===== config.mk =====
export PLATFORM = sky130hd
export DESIGN_NAME = ex_stage
export DESIGN_NICKNAME = d
export VERILOG_FILES = /design/src/rtl/ex_stage_pkg.sv /design/src/rtl/ex_divider.sv /design/src/rtl/ex_stage.sv
export SDC_FILE = /design/constraint.sdc
export NUM_CORES = 2
export LEC_CHECK = 0
export BUFFER_PORTS_ARGS = -buffer_cell sky130_fd_sc_hd__buf_4
export CORE_AREA = 2 2 391 296
export DETAILED_ROUTE_END_ITERATION = 8
export DIE_AREA = 0 0 393 298
export GPL_TIMING_DRIVEN = 1
export PLACE_DENSITY_LB_ADDON = 0.12
export SLEW_MARGIN = 20
export SYNTH_ARGS = -nofsm -noshare
export SYNTH_HDL_FRONTEND = slang
export SYNTH_SLANG_ARGS = --single-unit
export TNS_END_PERCENT = 50

===== constraint.sdc =====
create_clock -name vclk -period 17.1
set_input_delay 3.42 -clock vclk [all_inputs]
set_output_delay 3.42 -clock vclk [all_outputs]
set_load 0.01 [all_outputs]

===== src/rtl/ex_stage_pkg.sv =====
// ex_stage_pkg: shared definitions for the MIPS32 execute stage.
//   - alu_op_e    : ALU operation codes carried on ALUop_i.
//   - div_state_e : sequential divider states.
//   - DIV_ITER    : number of shift-subtract steps per division.
//   - abs_mag()   : operand magnitude, two's-complement aware.
package ex_stage_pkg;

    typedef enum logic [4:0] {
        ALU_NOP  = 5'd0,
        ALU_ADD  = 5'd1,
        ALU_SUB  = 5'd2,
        ALU_AND  = 5'd3,
        ALU_OR   = 5'd4,
        ALU_XOR  = 5'd5,
        ALU_NOR  = 5'd6,
        ALU_SLL  = 5'd7,
        ALU_SRL  = 5'd8,
        ALU_SRA  = 5'd9,
        ALU_SLT  = 5'd10,
        ALU_MULT = 5'd11,
        ALU_DIV  = 5'd12,
        ALU_MFHI = 5'd13,
        ALU_MFLO = 5'd14
    } alu_op_e;

    typedef enum logic [1:0] {
        DIV_IDLE = 2'd0,
        DIV_BUSY = 2'd1,
        DIV_DONE = 2'd2
    } div_state_e;

    localparam int unsigned DIV_ITER = 32;

    // Magnitude of v; only negated when signed semantics are requested.
    function automatic logic [31:0] abs_mag(input logic [31:0] v, input logic is_signed);
        return (is_signed && v[31]) ? (~v + 32'd1) : v;
    endfunction

endpackage


===== src/rtl/ex_divider.sv =====
// ex_divider: 32-iteration restoring divider used by the execute stage.
// Ports:
//   clk, rst   : clock, synchronous active-high reset
//   start      : DIV requested; acted on only in DIV_IDLE
//   signed_i   : signed semantics for operand magnitudes and result signs
//   dividend   : operand 1
//   divisor    : operand 2
//   cancel     : operation left the stage; abandon any division in flight
//   quotient   : signed-corrected quotient, valid while ready
//   remainder  : signed-corrected remainder, valid while ready
//   ready      : result available (state DIV_DONE)
module ex_divider
    import ex_stage_pkg::*;
(
    input  logic        clk,
    input  logic        rst,
    input  logic        start,
    input  logic        signed_i,
    input  logic [31:0] dividend,
    input  logic [31:0] divisor,
    input  logic        cancel,
    output logic [31:0] quotient,
    output logic [31:0] remainder,
    output logic        ready
);

    localparam logic [4:0] LastIter = 5'(DIV_ITER - 1);

    div_state_e  state_q;
    logic [31:0] dvd_q;      // dividend shifts out MSB-first, quotient bits shift in
    logic [31:0] dsr_q;
    logic [31:0] rem_q;
    logic [4:0]  cnt_q;
    logic        neg_quot_q;
    logic        neg_rem_q;

    logic [32:0] trial;
    logic [32:0] diff;
    logic        fits;

    // Partial remainder is always < divisor, so the shifted value needs 33 bits.
    always_comb begin
        trial = {rem_q, dvd_q[31]};
        diff  = trial - {1'b0, dsr_q};
        fits  = (trial >= {1'b0, dsr_q});
    end

    always_ff @(posedge clk) begin
        if (rst) begin
            state_q    <= DIV_IDLE;
            dvd_q      <= '0;
            dsr_q      <= '0;
            rem_q      <= '0;
            cnt_q      <= '0;
            neg_quot_q <= 1'b0;
            neg_rem_q  <= 1'b0;
        end else begin
            unique case (state_q)
                DIV_IDLE: begin
                    if (start) begin
                        cnt_q <= '0;
                        if (divisor == 32'd0) begin
                            // Divide by zero: fixed result, no sign correction.
                            dvd_q      <= '1;
                            rem_q      <= dividend;
                            neg_quot_q <= 1'b0;
                            neg_rem_q  <= 1'b0;
                            state_q    <= DIV_DONE;
                        end else begin
                            dvd_q      <= abs_mag(dividend, signed_i);
                            dsr_q      <= abs_mag(divisor, signed_i);
                            rem_q      <= '0;
                            neg_quot_q <= signed_i & (dividend[31] ^ divisor[31]);
                            neg_rem_q  <= signed_i & dividend[31];
                            state_q    <= DIV_BUSY;
                        end
                    end
                end
                DIV_BUSY: begin
                    if (cancel) begin
                        state_q <= DIV_IDLE;
                    end else begin
                        rem_q <= fits ? diff[31:0] : trial[31:0];
                        dvd_q <= {dvd_q[30:0], fits};
                        cnt_q <= cnt_q + 5'd1;
                        if (cnt_q == LastIter) begin
                            state_q <= DIV_DONE;
                        end
                    end
                end
                DIV_DONE: begin
                    state_q <= DIV_IDLE;
                end
                default: begin
                    state_q <= DIV_IDLE;
                end
            endcase
        end
    end

    assign ready     = (state_q == DIV_DONE);
    assign quotient  = neg_quot_q ? (~dvd_q + 32'd1) : dvd_q;
    assign remainder = neg_rem_q ? (~rem_q + 32'd1) : rem_q;

endmodule


===== src/rtl/ex_stage.sv =====
// ex_stage: MIPS32 execute stage.
// Combinational ALU (add/sub, logic, shifts, SLT, MFHI/MFLO), 32x32->64 multiplier,
// HI/LO result muxing, write-control pass-through and the EX stall request.
// Optional divider: define EX_DIV_EN to build ex_divider; otherwise DIV yields
// HI/LO = 0 and the stall request is tied low.
// Ports:
//   clk, rst                      : clock, synchronous active-high reset
//   ALUop_i                       : operation code (alu_op_e)
//   oprand1_i, oprand2_i          : operands; oprand1_i[4:0] is the shift amount
//   signed_i                      : signed semantics for SLT/MULT/DIV
//   writeAddr_i/writeEnable_i/writeHILO_i -> *_o : pass-through write controls
//   hi_i, lo_i                    : current HI/LO
//   writeData_o                   : GPR result
//   hi_o, lo_o                    : HI/LO result (MULT/DIV only)
//   stallReq_o                    : stall request while a division is pending
module ex_stage
    import ex_stage_pkg::*;
(
    input  logic        clk,
    input  logic        rst,
    input  logic [4:0]  ALUop_i,
    input  logic [31:0] oprand1_i,
    input  logic [31:0] oprand2_i,
    input  logic        signed_i,
    input  logic [4:0]  writeAddr_i,
    input  logic        writeEnable_i,
    input  logic [1:0]  writeHILO_i,
    input  logic [31:0] hi_i,
    input  logic [31:0] lo_i,
    output logic [31:0] writeData_o,
    output logic [4:0]  writeAddr_o,
    output logic        writeEnable_o,
    output logic [1:0]  writeHILO_o,
    output logic [31:0] hi_o,
    output logic [31:0] lo_o,
    output logic        stallReq_o
);

    logic [4:0]  shamt;
    logic [31:0] alu_res;
    logic [63:0] mul_a;
    logic [63:0] mul_b;
    logic [63:0] mul_prod;
    logic        is_div;
    logic [31:0] div_hi;
    logic [31:0] div_lo;
    logic        div_stall;

    assign shamt  = oprand1_i[4:0];
    assign is_div = (ALUop_i == ALU_DIV);

    // Extending to 64 bits first makes one truncated multiply serve both signednesses.
    assign mul_a    = signed_i ? {{32{oprand1_i[31]}}, oprand1_i} : {32'd0, oprand1_i};
    assign mul_b    = signed_i ? {{32{oprand2_i[31]}}, oprand2_i} : {32'd0, oprand2_i};
    assign mul_prod = mul_a * mul_b;

    always_comb begin
        alu_res = '0;
        case (ALUop_i)
            ALU_ADD:  alu_res = oprand1_i + oprand2_i;
            ALU_SUB:  alu_res = oprand1_i - oprand2_i;
            ALU_AND:  alu_res = oprand1_i & oprand2_i;
            ALU_OR:   alu_res = oprand1_i | oprand2_i;
            ALU_XOR:  alu_res = oprand1_i ^ oprand2_i;
            ALU_NOR:  alu_res = ~(oprand1_i | oprand2_i);
            ALU_SLL:  alu_res = oprand2_i << shamt;
            ALU_SRL:  alu_res = oprand2_i >> shamt;
            ALU_SRA:  alu_res = $unsigned($signed(oprand2_i) >>> shamt);
            ALU_SLT: begin
                if (signed_i) begin
                    alu_res = {31'd0, $signed(oprand1_i) < $signed(oprand2_i)};
                end else begin
                    alu_res = {31'd0, oprand1_i < oprand2_i};
                end
            end
            ALU_MFHI: alu_res = hi_i;
            ALU_MFLO: alu_res = lo_i;
            default:  alu_res = '0;
        endcase
    end

`ifdef EX_DIV_EN
    logic        div_ready;
    logic        div_cancel;
    logic [31:0] div_quot;
    logic [31:0] div_rem;

    assign div_cancel = ~is_div;

    ex_divider u_ex_divider (
        .clk       (clk),
        .rst       (rst),
        .start     (is_div),
        .signed_i  (signed_i),
        .dividend  (oprand1_i),
        .divisor   (oprand2_i),
        .cancel    (div_cancel),
        .quotient  (div_quot),
        .remainder (div_rem),
        .ready     (div_ready)
    );

    assign div_stall = is_div & ~div_ready;
    assign div_hi    = div_ready ? div_rem : '0;
    assign div_lo    = div_ready ? div_quot : '0;
`else
    assign div_stall = 1'b0;
    assign div_hi    = '0;
    assign div_lo    = '0;
`endif

    always_comb begin
        writeData_o   = '0;
        writeAddr_o   = '0;
        writeEnable_o = 1'b0;
        writeHILO_o   = '0;
        hi_o          = '0;
        lo_o          = '0;
        stallReq_o    = 1'b0;
        if (!rst) begin
            writeData_o   = alu_res;
            writeAddr_o   = writeAddr_i;
            writeEnable_o = writeEnable_i;
            writeHILO_o   = writeHILO_i;
            stallReq_o    = div_stall;
            if (ALUop_i == ALU_MULT) begin
                {hi_o, lo_o} = mul_prod;
            end else if (is_div) begin
                hi_o = div_hi;
                lo_o = div_lo;
            end
        end
    end

endmodule


* After elaboration in Yosys (flattened, before gate mapping)
Index checks and enable logic that the tools add are counted.
Operators by class: add/sub/neg operators 2, $lt $le $gt $ge 2, multiply operators 1, bitwise gates (word level) 4, shifts and indexed selects 3, equal/unequal tests 13, mux-type cells 12
Operators with widths (count):
- case mux 32 bit (12 select lines) | 1
- 2-to-1 mux 32 bit | 5
- 2-to-1 mux 64 bit | 2
- < comparator 32 bit | 2
- multiplier 64 x 64 -> 64 bit | 1
- adder 32 bit | 1
- bitwise AND 32 bit | 1
- inverter 32 bit | 1
- OR 32 bit | 1
- left shift 32 x 5 -> 32 bit | 1
- right shift 32 x 5 -> 32 bit | 1
- >>> shifter 32 x 5 -> 32 bit | 1
- subtractor 32 bit | 1
- XOR 32 bit | 1
- == test 5 x 4 -> 1 bit, second input constant | 6
- == test 5 x 3 -> 1 bit, second input constant | 4
- == test 5 x 2 -> 1 bit, second input constant | 2
- == test 5 x 1 -> 1 bit, second input constant | 1
- 2-to-1 mux 5 bit | 1
- 2-to-1 mux 1 bit | 2
- 2-to-1 mux 2 bit | 1
Word-level totals: flip-flop bits (word level) 0, output and inout bits 105, logic and storage cells 37, input port bits 144

* Logic depth before layout (Yosys ltp)
depth after elaboration 4, mapped depth 38

* Worst setup path after synthesis
Ideal clock, no wire load.
path kind input port to output port, from in oprand1_i[3], to out hi_o[20], required time 13.680 ns, stages 38, data arrival time 12.083 ns, buffers on the path 7, slack 1.597 ns, path through clkbuf_1 > clkbuf_1 > clkbuf_1 > clkbuf_1 > buf_1 > buf_1 > nand2_1 > fa_1 > inv_1 > fa_1 > fa_1 > inv_1 > fa_1 > inv_1 > fa_1 > inv_1 > fa_1 > inv_1 > (+2 left out) > fa_1 > inv_1 > fa_1 > inv_1 > fa_1 > inv_1 > ha_1 > clkbuf_1 > a21oi_1 > o21bai_1 > a221o_1 > a221o_1 > a31oi_2 > a2bb2oi_2 > o211ai_1 > a31oi_1 > xor2_1 > nor2_1
On the way: word-level cells in the longest chain between the ends 4
Ends and longest elaborated chain:
- from (decl) | RTL line ex_stage.sv:22 | input logic [31:0] oprand1_i,
- 2-to-1 mux 64 bit | RTL line ex_stage.sv:53 | assign mul_a = signed_i ? {{32{oprand1_i[31]}}, oprand1_i} : {32'd0, oprand1_i};
- multiplier 64 x 64 -> 64 bit | RTL line ex_stage.sv:55 | assign mul_prod = mul_a * mul_b;
- 2-to-1 mux 32 bit | RTL line ex_stage.sv:126 | if (ALUop_i == ALU_MULT) begin
- 2-to-1 mux 32 bit | RTL line ex_stage.sv:120 | if (!rst) begin
- to (decl) | RTL line ex_stage.sv:34 | output logic [31:0] hi_o,
No other way between the ends.

* Worst setup path after layout
from in oprand2_i[20], to out hi_o[20]
On the way: word-level cells in the longest chain between the ends 4
Ends and longest elaborated chain:
- from (decl) | RTL line ex_stage.sv:23 | input logic [31:0] oprand2_i,
- 2-to-1 mux 64 bit | RTL line ex_stage.sv:54 | assign mul_b = signed_i ? {{32{oprand2_i[31]}}, oprand2_i} : {32'd0, oprand2_i};
- multiplier 64 x 64 -> 64 bit | RTL line ex_stage.sv:55
- 2-to-1 mux 32 bit | RTL line ex_stage.sv:126
- 2-to-1 mux 32 bit | RTL line ex_stage.sv:120
No other way between the ends.

==> impl_results.md <==
* Outcome: completed
* Pin count of the biggest net entering global routing at 54
* Met1 usage at 0.632
* CP max FO at 24
* Seq Cell Count at 0
* FF/Latch Area at 0 um2
* Die ar. at approximately 120,000 um2
* Worst Setup Start Kind: input pin
* Setup Fix Bufs, Post-CTS at 0
* Crit-path slowest cell: clkinv_1
* Critical Path End Type: primary output
* Cell variety after synth at 110
* Max_cap viols at 0
* Ports at ~250
* TritonRoute pass-1 iters at 7
* Most frequent cells in the layout: inv_1 (1,635), fa_1 (1,421), nor2_1 (790)
* GPL Wtd Cong at roughly 1
* Commonest non-fill, non-tap cell in the layout: inv_1
* Top Usage Layer GRT: met1
* Max Slew Vio Count at 0
* Post-route ant nets at 0
* Post-Syn Nets at 8,545
* Gr usage total at 0.402
* Critical Path Max Stage Delay at around 960 ps
* Number of synthesis warnings at 0
* RSZ-0062 raised after global routing: no
* Sequential area share after synthesis at 0
* Routing usage on met3 at 0.143
* First-pass GRT wire length at between 300 and 400 mm
* Syn_area_per_cell at 8.54 um2
* Mapped Area at about 56,000 um2
* Vias in the first global route at about 48,000
* Initial core utilization at 0.497
* Worst Tran Pin Value at between 1000 and 1500 ps
* Drc violations at 0
* FMAX at roughly 0.060 GHz
* Grt met2 use at 0.522
* Hold WS at about 7000 ps
* Setup ws final at roughly 380 ps
* Setup TNS at 0 ps
* Vias at roughly 47,000
* Clk_buf instances at 0
* Critical path class: in -> out
* Grt ovf at 0
* Site row count at 107
* Setup Viol. Count Final at 0
* Hold crit path type: in -> out
* Initial antenna violation count at 12
* DRT iter0 DRCs at between 5,000 and 6,000
* Routed vias/inst at roughly 5.8
* Avg WL per Cell at between 20 and 30 um
* DIE HEIGHT at between 200 and 300 um
* Die width at a little under 400 um
* Synth Instances at 6,576
* Total routed wirelength at approximately 230 mm
* Detail Placement HPWL at just under 200 mm
* I/O Buffers at approximately 250
* Final net count at 8,580
* Pre-CTS setup slack at 850 ps
* Cell mode on critical path: fa_1
* Crit path DAT at roughly 13,000 ps
* Fraction of layout cells with a size suffix above 1 at 0.0802
* Tmin final at 16,720 ps
* # resized after CTS at 0
* Core area at about 110,000 um2
* Cts-stage hold buffer count at 0
* CP required at 13,680 ps
* Final Cycle Share at 0.978
* Worst slew margin at 0.239
* Area growth, synth to finish at 6.21%
* Hold Vio Cnt, Final at 0
-- per-layer routing --
metal / wire (um) / share of wire / vias to the layer above
met1: 102000 / 0.45 / 24352
met5: 76 / 0.00033 / -
met4: 5830 / 0.025 / 12
li1: - / - / 19797
met3: 33600 / 0.15 / 309
met2: 87600 / 0.38 / 2884
-- critical path, delay by kind of cell --
kind	cells	cell delay, ps
xor+xnor	1	240
compound gates	7	1630
fa+ha+maj	11	5540
simple gates	3	820
buf+inv	7	1610
-- synthesized netlist by cell type (all sizes together) (6+ instances only) --
master / instances / area share
a2111oi: 7 / 0.0012
a211o: 11 / 0.0017
a211oi: 22 / 0.0029
a21o: 64 / 0.0086
a21oi: 209 / 0.019
a221o: 19 / 0.0034
a221oi: 22 / 0.0035
a222oi: 13 / 0.0023
a22o: 6 / 0.00094
a22oi: 25 / 0.0033
a31o: 8 / 0.0012
a31oi: 33 / 0.0041
and2: 21 / 0.0024
and3: 21 / 0.0024
buf: 101 / 0.0089
clkbuf: 272 / 0.019
clkinv: 18 / 0.0012
fa: 1421 / 0.51
ha: 404 / 0.090
inv: 1643 / 0.11
mux2: 8 / 0.0017
mux2i: 47 / 0.0084
mux4: 46 / 0.018
nand2: 661 / 0.044
nand2b: 21 / 0.0023
nand3: 62 / 0.0056
nand4: 30 / 0.0033
nor2: 796 / 0.053
nor2b: 18 / 0.0020
nor3: 53 / 0.0051
nor4: 10 / 0.0015
o211ai: 22 / 0.0030
o21a: 12 / 0.0016
o21ai: 158 / 0.014
o21bai: 22 / 0.0029
o221ai: 7 / 0.0011
o22ai: 19 / 0.0021
o31ai: 20 / 0.0029
or2: 14 / 0.0016
or3: 12 / 0.0013
xnor2: 87 / 0.014
xor2: 36 / 0.0056
-- final timing paths --
check / startpoint / end / slack [ps] / depth (start not counted)
min: writeAddr_i[4] / writeAddr_o[4] / 7150 / 3
max: oprand2_i[20] / hi_o[20] / 380 / 29
-- final cells by class --
cell class                      count  area (um2)
Fill cell                       11003       53500
Inverter                         1661        6230
Tap cell                         1526        1910
Antenna cell                        3        7.51
Multi-Input combinational cell   4539       48400
Timing Repair Buffer              409        3100
-- cell families after synthesis --
group | Yosys count | share of synthesized area
compound gates | 750 | 0.0887
buf+inv | 2037 | 0.139
fa+ha+maj | 1826 | 0.597
other cells | 1 | 0.0000668
xor+xnor | 123 | 0.0192
simple gates | 1738 | 0.128
mux | 101 | 0.0286
-- per-stage QoR --
stage          utilization  std cells  area, um2
6_report             0.527       8138      59700
5_1_grt              0.527       8135      59700
4_1_cts              0.527       8134      59600
3_5_place_dp         0.527       8134      59600
3_3_place_gp         0.527       8134      59600
2_1_floorplan            -       6576      56200
